## config.mk

```make
export PLATFORM = sky130hd
export DESIGN_NAME = mantissa_multiplier_flat
export DESIGN_NICKNAME = d
export VERILOG_FILES = /design/src/rtl/mantissa_multiplier_if.sv /design/src/rtl/mantissa_multiplier.sv /design/src/flat_wrapper.sv
export SDC_FILE = /design/constraint.sdc
export NUM_CORES = 1
export LEC_CHECK = 0
export CORE_ASPECT_RATIO = 1.75
export CORE_UTILIZATION = 40
export CTS_CLUSTER_SIZE = 14
export DETAILED_ROUTE_END_ITERATION = 8
export SLEW_MARGIN = 20
export SYNTH_ARGS = -nofsm -noshare
export SYNTH_HDL_FRONTEND = slang
export SYNTH_SLANG_ARGS = --single-unit
```

## constraint.sdc

```tcl
create_clock -name clk -period 8.9 [get_ports clk]
set_input_delay 2.225 -clock clk [delete_from_list [all_inputs] [get_ports clk]]
set_output_delay 2.225 -clock clk [all_outputs]
set_load 0.01 [all_outputs]
```

## src/rtl/mantissa_multiplier_if.sv

```systemverilog
// Operand/result handshake bundle for the mantissa multiplier.
// The master side issues operands and accepts results; the slave side is the multiplier.
interface mantissa_multiplier_if #(
    parameter int unsigned WIDTH = 24
);
    logic             in_valid;
    logic             in_ready;
    logic [WIDTH-1:0] m1;
    logic [WIDTH-1:0] m2;
    logic             out_valid;
    logic             out_ready;
    logic [WIDTH-1:0] m3;
    logic             increment_exponent;

    modport master (
        output in_valid, m1, m2, out_ready,
        input  in_ready, out_valid, m3, increment_exponent
    );

    modport slave (
        input  in_valid, m1, m2, out_ready,
        output in_ready, out_valid, m3, increment_exponent
    );
endinterface

```

## src/rtl/mantissa_multiplier.sv

```systemverilog
// Sequential shift-add multiplier for floating-point mantissas.
// Multiplies {1,m1} by {1,m2} over WIDTH+1 cycles, then returns the truncated, normalized
// fraction and a flag telling the exponent stage to add one.
module mantissa_multiplier #(
    parameter int unsigned WIDTH = 24
) (
    input logic                  clk,
    input logic                  rst_n,
    mantissa_multiplier_if.slave bus
);
    localparam int unsigned PW = 2 * WIDTH + 2;
    localparam int unsigned CW = $clog2(WIDTH + 1);

    typedef enum logic [1:0] {StIdle, StBusy, StDone} state_t;

    state_t           state_q;
    logic [WIDTH:0]   a_q;
    logic [WIDTH:0]   b_q;
    logic [PW-1:0]    p_q;
    logic [CW-1:0]    count_q;
    logic [WIDTH-1:0] m3_q;
    logic             inc_q;

    logic [PW-1:0]    addend;
    logic [PW-1:0]    p_acc;
    logic             norm_inc;
    logic [WIDTH-1:0] norm_frac;

    // Partial product for the current multiplier bit, plus normalization of the running sum.
    // The implicit leading ones guarantee the product's top set bit is at 2W or 2W+1.
    always_comb begin
        addend    = PW'(a_q) << count_q;
        p_acc     = b_q[0] ? (p_q + addend) : p_q;
        norm_inc  = p_acc[PW-1];
        norm_frac = norm_inc ? p_acc[2*WIDTH -: WIDTH] : p_acc[2*WIDTH-1 -: WIDTH];
    end

    assign bus.in_ready           = (state_q == StIdle);
    assign bus.out_valid          = (state_q == StDone);
    assign bus.m3                 = m3_q;
    assign bus.increment_exponent = inc_q;

    // Control FSM and datapath; results are captured only on the final BUSY edge.
    always_ff @(posedge clk or negedge rst_n) begin
        if (!rst_n) begin
            state_q <= StIdle;
            a_q     <= '0;
            b_q     <= '0;
            p_q     <= '0;
            count_q <= '0;
            m3_q    <= '0;
            inc_q   <= 1'b0;
        end else begin
            case (state_q)
                StIdle: begin
                    if (bus.in_valid) begin
                        a_q     <= {1'b1, bus.m1};
                        b_q     <= {1'b1, bus.m2};
                        p_q     <= '0;
                        count_q <= '0;
                        state_q <= StBusy;
                    end
                end
                StBusy: begin
                    p_q     <= p_acc;
                    b_q     <= b_q >> 1;
                    count_q <= count_q + CW'(1);
                    if (count_q == CW'(WIDTH)) begin
                        m3_q    <= norm_frac;
                        inc_q   <= norm_inc;
                        state_q <= StDone;
                    end
                end
                StDone: begin
                    if (bus.out_ready) begin
                        state_q <= StIdle;
                    end
                end
                default: state_q <= StIdle;
            endcase
        end
    end
endmodule
```

## src/flat_wrapper.sv

```systemverilog
// flat-port wrapper written by rule: the top's interface ports become plain ports
module mantissa_multiplier_flat 
#(
    parameter int unsigned WIDTH = 24
)
  (clk, rst_n, bus_in_valid, bus_m1, bus_m2, bus_out_ready, bus_in_ready, bus_out_valid, bus_m3, bus_increment_exponent);
  mantissa_multiplier_if #(.WIDTH(WIDTH)) bus_i ();
  input logic clk;
  input logic rst_n;
  input wire logic [$bits(bus_i.in_valid)-1:0] bus_in_valid;
  input wire logic [$bits(bus_i.m1)-1:0] bus_m1;
  input wire logic [$bits(bus_i.m2)-1:0] bus_m2;
  input wire logic [$bits(bus_i.out_ready)-1:0] bus_out_ready;
  output wire logic [$bits(bus_i.in_ready)-1:0] bus_in_ready;
  output wire logic [$bits(bus_i.out_valid)-1:0] bus_out_valid;
  output wire logic [$bits(bus_i.m3)-1:0] bus_m3;
  output wire logic [$bits(bus_i.increment_exponent)-1:0] bus_increment_exponent;
  assign bus_i.in_valid = bus_in_valid;
  assign bus_i.m1 = bus_m1;
  assign bus_i.m2 = bus_m2;
  assign bus_i.out_ready = bus_out_ready;
  assign bus_in_ready = bus_i.in_ready;
  assign bus_out_valid = bus_i.out_valid;
  assign bus_m3 = bus_i.m3;
  assign bus_increment_exponent = bus_i.increment_exponent;
  mantissa_multiplier #(.WIDTH(WIDTH)) u_core (.clk(clk), .rst_n(rst_n), .bus(bus_i));
endmodule
```

==> summary.md, run 1 <==
| Metric | Value |
|---|---|
| Outcome | `complete, no violations` |
| Core area | `0.02463 mm²` |
| Post-synth top cells | `dfrtp_1, nand2_1, nor2_1` |
| Post-synth net total | `1295` |
| Max-slew headroom | `0.2941` |
| CTS Hold Bufs | `0` |
| CP Capture Type | `flop` |
| R2r setup slk | `~2600 ps` |
| Initial Utilization | `0.4076` |
| Antenna Cells | `0` |
| CP cell instances | `inv_1 > o21ai_0 > mux2i_1 > o21ai_0 > nor2_1 > a21oi_1 > ha_1 > nand4_1 > nor4_1 > nand2_1 > o211a_1 > a21oi_2 > o211a_1 > o21ai_1 > a21oi_2 > nor2_1 > o311a_1` |
| TritonCTS clock tree | `yes` |
| Routed Antenna Nets | `0` |
| CP Launch Type | `flop` |
| Most common cell in the netlist | `dfrtp_1` |
| Largest net degree at the start of global routing | `80` |
| CTS resizes | `0` |
| Total congestion overflow | `0` |
| Worst R2R End | `u_core.bus.m3[22]$_DFFE_PN0P_` |
| Number of library cell types mapped by synthesis | `69` |
| Syn Inst Count | `1191` |
| Crit. Startpoint | `u_core.count_q[0]$_DFFE_PN0P_` |
| Vias per cell | `6.056` |
| Final WL | `around 33000 µm` |
| # Max-Cap Violations | `0` |
| Vias in the first global route | `9545` |
| Ports | `79` |
| WL/cell | `21.36 µm` |
| Unrepaired setup endpoints after global routing | `no` |
| Dpl ws | `2733 ps` |
| R2R cell count | `17` |
| Final WS setup | `between 2000 and 3000 ps` |
| Synth warnings | `0` |
| Die extent in y | `211.6 µm` |
| Layout Nets | `1324` |
| DRC violation count after routing | `0` |
| Die footprint | `0.02576 mm²` |
| Reg2Reg Launch Point | `u_core.count_q[0]$_DFFE_PN0P_` |
| Fraction of registers with async set/reset | `1.000` |
| Critical path class | `reg -> reg` |
| Htree depth | `4` |
| Root Driver | `clkbuf_16` |
| Synthesized area | `0.01004 mm²` |
| Port Buf Inserts | `78` |
| Synth area leader | `dfrtp_1` |
| Buffers & Inverters on Critical Path | `1` |
| Number of synthesized flops with an enable pin | `0` |
| CTS sink cnt | `132` |
| 1st-pass router iterations | `5` |
| Hpwl dp | `approximately 25000 µm` |
| Final critical-path required period | `6283 ps` |
| Critical Path RT | `9230 ps` |
| CTS clk-pin slew, worst paths | `60 ps` |
| TritonCTS buffer count | `17` |
| Row count | `76` |
| Worst slew pin tran | `1046 ps` |
| Fmax | `~160 MHz` |
| Main synth FF type | `dfrtp_1` |
| Initial DRC count | `547` |
| Hold crit path type | `reg -> reg` |
| CP arrival | `about 6600 ps` |
| Seq/Total Area, Yosys | `0.3291` |
| Number of post-CTS setup repair buffers | `0` |
| FF+latch count, synth | `132` |
| Fraction of layout cells with a size suffix above 1 | `0.09253` |
| Top cells by area, synth | `dfrtp_1, ha_1, o21ai_0, mux2_2, nand2_1` |
| Stages on the worst setup path | `17` |
| Vias | `9351` |
| Crit path largest cell delay | `680 ps` |
| Clk_lat worst skew | `approximately 450 ps` |
| Mean area per synthesized cell | `about 8.4 µm²` |
| Worst Skew | `8.911 ps` |
| Max Slew Vio Count | `0` |
| Area Growth Syn to Fin | `15.42%` |
| Crit path capture | `u_core.bus.m3[22]$_DFFE_PN0P_` |
| Delay-heaviest family, CP | `compound AO/OA/AOI/OAI gates` |
| Routability cong. | `approximately 0.98` |
| Fill cell count | `between 2000 and 2500` |
| First-pass GRT wire length | `52600 µm` |
| GRT Resource Usage Total | `0.2709` |
| Die W | `121.8 µm` |
| Yosys top cell area share | `0.3291` |
| Hold Fails Final Rpt | `0` |
| Setup TNS | `0 ps` |
| Initial antenna violation count | `0` |
| Endpoints failing setup | `0` |
| Final Cycle Share | `0.7060` |
| CP max-delay cell | `dfrtp_1` |
| CP Max Fanout | `17` |
| CTS Buffer Depth | `2` |
cell families (layout without fill, tap and decap cells):
| group | after synthesis | count (layout) | share of synthesized area |
|---|---|---|---|
| and+or+nand+nor | 400 | 400 | 0.1847 |
| AOI/OAI and AO/OA | 378 | 378 | 0.2393 |
| DFF | 132 | 132 | 0.3291 |
| buffers and inverters | 103 | 144 | 0.03964 |
| muxes | 92 | 92 | 0.1121 |
| adders and majority gates | 52 | 52 | 0.06556 |
| xor gates and xnor gates | 34 | 34 | 0.02967 |
worst min-delay path, stage by stage, from the launching register on:
cell     delay, ps
dfrtp_1        340
nand2_1         50
nand2_1         60
area by class of cell:
type | instances | area, µm² | area share
Multi-Input combinational cell | 956 | 6354 | 0.5484
Timing Repair Buffer | 89 | 864.6 | 0.07462
Inverter | 24 | 90.09 | 0.007775
Tap cell | 312 | 390.4 | 0.03369
Sequential cell | 132 | 3303 | 0.2851
Clock buffer | 20 | 456.7 | 0.03942
Clock inverter | 11 | 127.6 | 0.01102
metal layers:
layer	track usage	share of wire	vias to the layer above
met4	0.1899	0.068	0
li1	-	-	4482
met5	0	0	-
met1	0.2783	0.37	4517
met2	0.4876	0.53	236
met3	0.04688	0.029	116
flip-flops by register name, indices dropped and copies added, names as in the netlist:
name / count
u_core.bus.m3: 24
u_core.state_q: 2
u_core.count_q: 5
u_core.p_q: 50
u_core.a_q: 25
u_core.b_q: 25
u_core.bus.increment_exponent: 1
cell usage in the layout, fill, tap and decap left out, types with 5 or more instances in the layout:
cell type        count
a211oi_1            18
xor2_1              13
clkbuf_16           17
mux2_2              43
o311ai_0             5
o21ai_0            101
o211ai_1            14
nor2b_1             23
o31ai_1              7
nor3_1              13
nor4_1               6
a31oi_1              8
o22ai_1             36
mux4_2              12
a221o_1              7
a21oi_1             91
nand3_1             51
buf_4               11
xnor2_1             21
clkdlybuf4s50_1     77
mux2i_1             37
nand4_1             15
ha_1                51
and3_1              13
dfrtp_1            132
o21bai_1             7
nand2b_1            11
or3_1                7
inv_1               22
nor2_1             109
and2_1              13
a21o_1              23
nand2_1            124
per-stage QoR:
stage	util	hold slack, ps	area, µm²	cells
after global routing	0.4704	504.4	11590	1544
final	0.4704	482.0	11590	1544
after global placement	0.4467	462.8	11000	1513
after detailed placement	0.4467	468.7	11000	1513
after floorplan	-	447.4	10040	1191
after CTS	0.4704	483.6	11590	1544
how the worst min path moves through the flow:
stage / start / to / slack [ps] / depth (start not counted)
3_3_place_gp: u_core.b_q[24]$_DFFE_PN0P_ / u_core.b_q[24]$_DFFE_PN0P_ / 460 / 2
2_1_floorplan: u_core.b_q[24]$_DFFE_PN0P_ / u_core.b_q[24]$_DFFE_PN0P_ / 450 / 2
4_1_cts: u_core.b_q[24]$_DFFE_PN0P_ / u_core.b_q[24]$_DFFE_PN0P_ / 480 / 2
5_1_grt: u_core.b_q[24]$_DFFE_PN0P_ / u_core.b_q[24]$_DFFE_PN0P_ / 500 / 2
6_report: u_core.b_q[24]$_DFFE_PN0P_ / u_core.b_q[24]$_DFFE_PN0P_ / 480 / 2
3_5_place_dp: u_core.b_q[24]$_DFFE_PN0P_ / u_core.b_q[24]$_DFFE_PN0P_ / 470 / 2
Power of run 1 is not shown: default switching activity piles up to over one toggle a cycle in this logic, so the estimate is an artifact.
==> run 2, diff against run 1 <==
- clock period: 8.9 -> 5 ns (I/O delays scaled with it)
==> summary.md, run 2 (synthesized netlist as in run 1, its figures left out) <==
| Metric | Value |
|---|---|
| CTS Hold Bufs | `0` |
| Die footprint | `0.02576 mm²` |
| Max Slew Vio Count | `0` |
| Layout Nets | `1443` |
| Most common cell after layout, fill and taps aside | `dfrtp_1` |
| Routability cong. | `approximately 1` |
| Largest net degree at the start of global routing | `104` |
| Total congestion overflow | `0` |
| Area Growth Syn to Fin | `27.06%` |
| Critical path class | `reg -> reg` |
| Die W | `121.8 µm` |
| # Max-Cap Violations | `0` |
| Hold EP | `u_core.p_q[18]$_DFFE_PN0P_` |
| Worst slew pin tran | `roughly 960 ps` |
| Antenna Cells | `0` |
| Worst R2R End | `u_core.bus.m3[22]$_DFFE_PN0P_` |
| Reg2Reg Launch Point | `u_core.count_q[0]$_DFFE_PN0P_` |
| Hold Fails Final Rpt | `0` |
| Core area | `about 0.025 mm²` |
| Final WL | `33630 µm` |
| Initial antenna violation count | `0` |
| CP arrival | `5250 ps` |
| CTS sink cnt | `132` |
| R2R cell count | `20` |
| Routed Antenna Nets | `0` |
| Reg area | `0.003304 mm²` |
| Vias per cell | `5.896` |
| CTS clk-pin slew, worst paths | `around 60 ps` |
| Final critical-path required period | `4908 ps` |
| Initial Utilization | `0.4076` |
| Die extent in y | `211.6 µm` |
| TritonCTS buffer count | `17` |
| R2r setup slk | `between 90 and 100 ps` |
| CP Max Fanout | `14` |
| Fmax | `between 200 and 250 MHz` |
| Critical Path RT | `5340 ps` |
| CTS Buffer Depth | `2` |
| Placed cell count | `1620` |
| Outcome | `complete, no violations` |
| Largest registers | `u_core.p_q x50, u_core.a_q x25, u_core.b_q x25` |
| Hold crit path type | `reg -> reg` |
| Row count | `76` |
| First-pass GRT wire length | `53430 µm` |
| GRT Resource Usage Total | `0.2748` |
| Clk_lat worst skew | `460 ps` |
| Commonest non-fill, non-tap cells in the layout | `dfrtp_1, buf_4, nand2_1` |
| Final Cycle Share | `0.9816` |
| Endpoints failing setup | `0` |
| Root Driver | `clkbuf_16` |
| Fill cell count | `2295` |
| Htree depth | `4` |
| Top reg by flops | `u_core.p_q` |
| Multi-input logic area | `~0.0065 mm²` |
| Initial DRC count | `572` |
| TritonCTS clock tree | `yes` |
| Port Buf Inserts | `78` |
| Ports | `79` |
| Cell Count, Final, Fillers Out | `1664` |
| Worst Skew | `8.352 ps` |
| CP Launch Type | `flop` |
| 1st-pass router iterations | `5` |
| Max-slew headroom | `0.3605` |
| Vias in the first global route | `about 9900` |
| Fraction of layout cells with a size suffix above 1 | `0.1938` |
| Hpwl dp | `25300 µm` |
| CP Capture Type | `flop` |
| Vias | `roughly 10000` |
| DRC violation count after routing | `0` |
| Largest register FFs | `50` |
| Hold Path Depth | `2` |
| WL/cell | `around 20 µm` |
| Hold_sp | `u_core.p_q[18]$_DFFE_PN0P_` |
## run 2: cell types whose count changed in the layout (fill, tap and decap cells not counted), moves of 5 or more
cell | before | now
o21ai_0 | 101 | 90
a21oi_1 | 91 | 85
mux2i_1 | 37 | 31
o21ai_1 | 2 | 11
a21oi_2 | 4 | 9
buf_4 | 11 | 125
mux2i_2 | 0 | 5
## run 2: worst max path at each step
stage | startpoint | end | slack, ps
after global placement | u_core.count_q[0]$_DFFE_PN0P_ | u_core.bus.m3[23]$_DFFE_PN0P_ | -70
after detailed placement | u_core.count_q[0]$_DFFE_PN0P_ | u_core.bus.m3[23]$_DFFE_PN0P_ | -120
final | u_core.count_q[0]$_DFFE_PN0P_ | u_core.bus.m3[22]$_DFFE_PN0P_ | 90
after CTS | u_core.count_q[0]$_DFFE_PN0P_ | u_core.bus.m3[22]$_DFFE_PN0P_ | 0.2
after floorplan | u_core.count_q[0]$_DFFE_PN0P_ | u_core.bus.m3[22]$_DFFE_PN0P_ | 120
after global routing | u_core.count_q[0]$_DFFE_PN0P_ | u_core.bus.m3[22]$_DFFE_PN0P_ | -140
## run 2: metrics by stage
stage / setup WS [ps] / utilization / hold WS (ps) / area, µm² / TNS, ps
after CTS: 0.2061 / 0.5065 / 493.3 / 12470 / 0
after global placement: -68.70 / 0.4803 / 463.8 / 11830 / -88.01
after floorplan: 117.1 / - / 447.4 / 10040 / 0
after detailed placement: -117.2 / 0.4803 / 474.2 / 11830 / -256.4
after global routing: -138.9 / 0.5179 / 513.8 / 12750 / -1029
final: 91.87 / 0.5179 / 489.1 / 12750 / 0
## run 2: layout make-up
cell class / count / share of cell area
Inverter: 24 / 0.007357
Clock inverter: 14 / 0.01579
Sequential cell: 132 / 0.2591
Tap cell: 312 / 0.03061
Multi-Input combinational cell: 956 / 0.5105
Clock buffer: 18 / 0.03365
Timing Repair Buffer: 208 / 0.1430
## run 2: timing repair
| action | 4_1_cts | 5_1_grt |
|---|---|---|
| pin swaps | 0 | 12 |
| resized for setup | 5 | 44 |
| setup buffers | 0 | 10 |
| endpoints found under the setup margin | 12 | 29 |
| cloned | 0 | 1 |
## run 2: metal layers
| metal | up-vias | routed length, µm | track usage |
|---|---|---|---|
| li1 | 4694 | - | - |
| met1 | 4693 | 12120 | 0.2825 |
| met2 | 306 | 18080 | 0.5054 |
| met3 | 118 | 1189 | 0.03502 |
| met4 | 0 | 2243 | 0.1886 |
| met5 | - | 0 | 0 |
## run 2: worst max-delay path, cell delays in order, from the launching register on
cell,delay [ps]
dfrtp_2,450
buf_12,160
inv_1,130
a211oi_1,60
a21oi_1,320
mux2i_1,160
mux2_2,320
o22ai_1,250
ha_1,350
buf_4,170
a21oi_1,170
o21ai_0,130
a21oi_1,220
a21boi_4,240
a21oi_4,100
o211a_1,230
o21ai_1,360
and3_4,370
nor2_1,70
buf_4,190
o311a_1,350
Power of run 2 is left out for the same reason.
==> run 3, diff against run 2 <==
- clock period: 5 -> 5.85 ns (I/O delays scaled with it)
==> summary.md, run 3 (synthesized netlist as in run 1, its figures left out) <==
| Metric | Value |
|---|---|
| Outcome | `complete, no violations` |
| R2r setup slk | `390 ps` |
| Max-slew headroom | `0.3439` |
| Vias in the first global route | `9517` |
| Critical path class | `reg -> reg` |
| Die extent in y | `211.6 µm` |
| CTS Hold Bufs | `0` |
| Antenna Cells | `0` |
| Final core occ | `0.4747` |
| Final WS setup | `roughly 390 ps` |
| Fill cell count | `2368` |
| Final WL | `around 32000 µm` |
| Top reg by flops | `u_core.p_q` |
| CTS clk-pin slew, worst paths | `60 ps` |
| Endpoints failing setup | `0` |
| Total congestion overflow | `0` |
| Max Slew Vio Count | `0` |
| Vias per cell | `6.028` |
| Worst slew pin tran | `between 900 and 1000 ps` |
| CP Launch Type | `flop` |
| Largest registers | `u_core.p_q x50, u_core.a_q x25, u_core.b_q x25` |
| Tightest hold margin | `484.8 ps` |
| Hold crit path type | `reg -> reg` |
| Vias | `9380` |
| Hpwl dp | `between 20000 and 25000 µm` |
| Hold Fails Final Rpt | `0` |
| Layout Nets | `1336` |
| Root Driver | `clkbuf_16` |
| Routability cong. | `~0.97` |
| Htree depth | `4` |
| CTS sink cnt | `132` |
| DRC violation count after routing | `0` |
| 1st-pass router iterations | `5` |
| Critical Path RT | `a little over 6000 ps` |
| Reg area | `0.003303 mm²` |
| GRT Resource Usage Total | `0.2632` |
| Row count | `76` |
| Setup TNS | `0 ps` |
| Most common cell after layout, fill and taps aside | `dfrtp_1` |
| Area Growth Syn to Fin | `16.47%` |
| Multi-input logic area | `0.006362 mm²` |
| # Max-Cap Violations | `0` |
| Largest net degree at the start of global routing | `90` |
| Final Cycle Share | `0.9340` |
| Dpl ws | `between 400 and 500 ps` |
| CP Capture Type | `flop` |
| Die footprint | `approximately 0.026 mm²` |
| Unrepaired setup endpoints after global routing | `no` |
| Initial antenna violation count | `0` |
| First-pass GRT wire length | `51480 µm` |
| WL/cell | `20.78 µm` |
| Fmax | `between 150 and 200 MHz` |
| Core area | `about 0.025 mm²` |
| Initial Utilization | `0.4076` |
| TritonCTS clock tree | `yes` |
| Final critical-path required period | `5464 ps` |
| CTS Buffer Depth | `2` |
| Initial DRC count | `between 500 and 600` |
| CP Max Fanout | `24` |
| Fraction of layout cells with a size suffix above 1 | `0.1021` |
| Routed Antenna Nets | `0` |
| TritonCTS buffer count | `17` |
| Worst Skew | `16.85 ps` |
| Ports | `79` |
| Port Buf Inserts | `78` |
| Commonest non-fill, non-tap cells in the layout | `dfrtp_1, nand2_1, nor2_1` |
| Largest register FFs | `50` |
| CP arrival | `roughly 5800 ps` |
| Clk_lat worst skew | `440 ps` |
| Die W | `121.8 µm` |
| Number of post-CTS setup repair buffers | `0` |
## run 3: cell count changes in the layout (fill, tap and decap cells not counted), sizes merged
cell	change
inv	-1
buf	-106
clkinv	-1
bufinv	-3
clkbuf	+3
## run 3: routing by layer
metal	global-route usage	up-vias	wire length, µm
met5	0	-	0
met4	0.1464	0	1500
met3	0.03825	91	1220
met2	0.4968	285	17800
met1	0.2703	4522	11800
li1	-	4482	-
## run 3: critical path: stages, from the launching register on
cell and delay [ps]:
dfrtp_1 500, buf_4 340, nor2b_1 80, a211oi_1 210, a21oi_1 120, mux2_2 310
o21ai_0 260, o22ai_1 190, ha_1 430, and3_1 230, and2_1 180, nand4_1 120
o21ai_0 450, a2111oi_0 300, a2111oi_0 680, buf_4 230, mux2i_1 210, a21oi_1 170
a221o_1 330
## run 3: what timing repair did
item | in CTS | in global routing
hold endpoints to repair | 0 | 0
resized for setup | 0 | 3
endpoints found under the setup margin | 0 | 12
## run 3: worst paths after layout
check,from,to,depth (start not counted)
setup / recovery,u_core.count_q[1]$_DFFE_PN0P_,u_core.bus.m3[18]$_DFFE_PN0P_,18
hold / removal,u_core.b_q[24]$_DFFE_PN0P_,u_core.b_q[24]$_DFFE_PN0P_,2
setup reg to reg,u_core.count_q[1]$_DFFE_PN0P_,u_core.bus.m3[18]$_DFFE_PN0P_,18
hold reg to reg,u_core.b_q[24]$_DFFE_PN0P_,u_core.b_q[24]$_DFFE_PN0P_,2
max in group asynchronous,rst_n,u_core.b_q[1]$_DFFE_PN0P_,2
min in group asynchronous,rst_n,u_core.p_q[14]$_DFFE_PN0P_,1
## run 3: cell type report
| cell class | instances | share of cell area |
|---|---|---|
| inverters | 24 | 0.007705 |
| clock inverters | 9 | 0.008027 |
| flip-flops and latches | 132 | 0.2825 |
| multi-input cells | 956 | 0.5442 |
| well taps | 312 | 0.03339 |
| repair buffers | 101 | 0.08273 |
| clock buffers | 22 | 0.04142 |
## run 3: stage by stage
stage               cell area [µm²]  instances
floorplan                     10040       1191
global placement              11100       1525
detailed placement            11100       1525
CTS                           11680       1556
global route                  11690       1556
finish                        11690       1556
Power of run 3 is left out for the same reason.
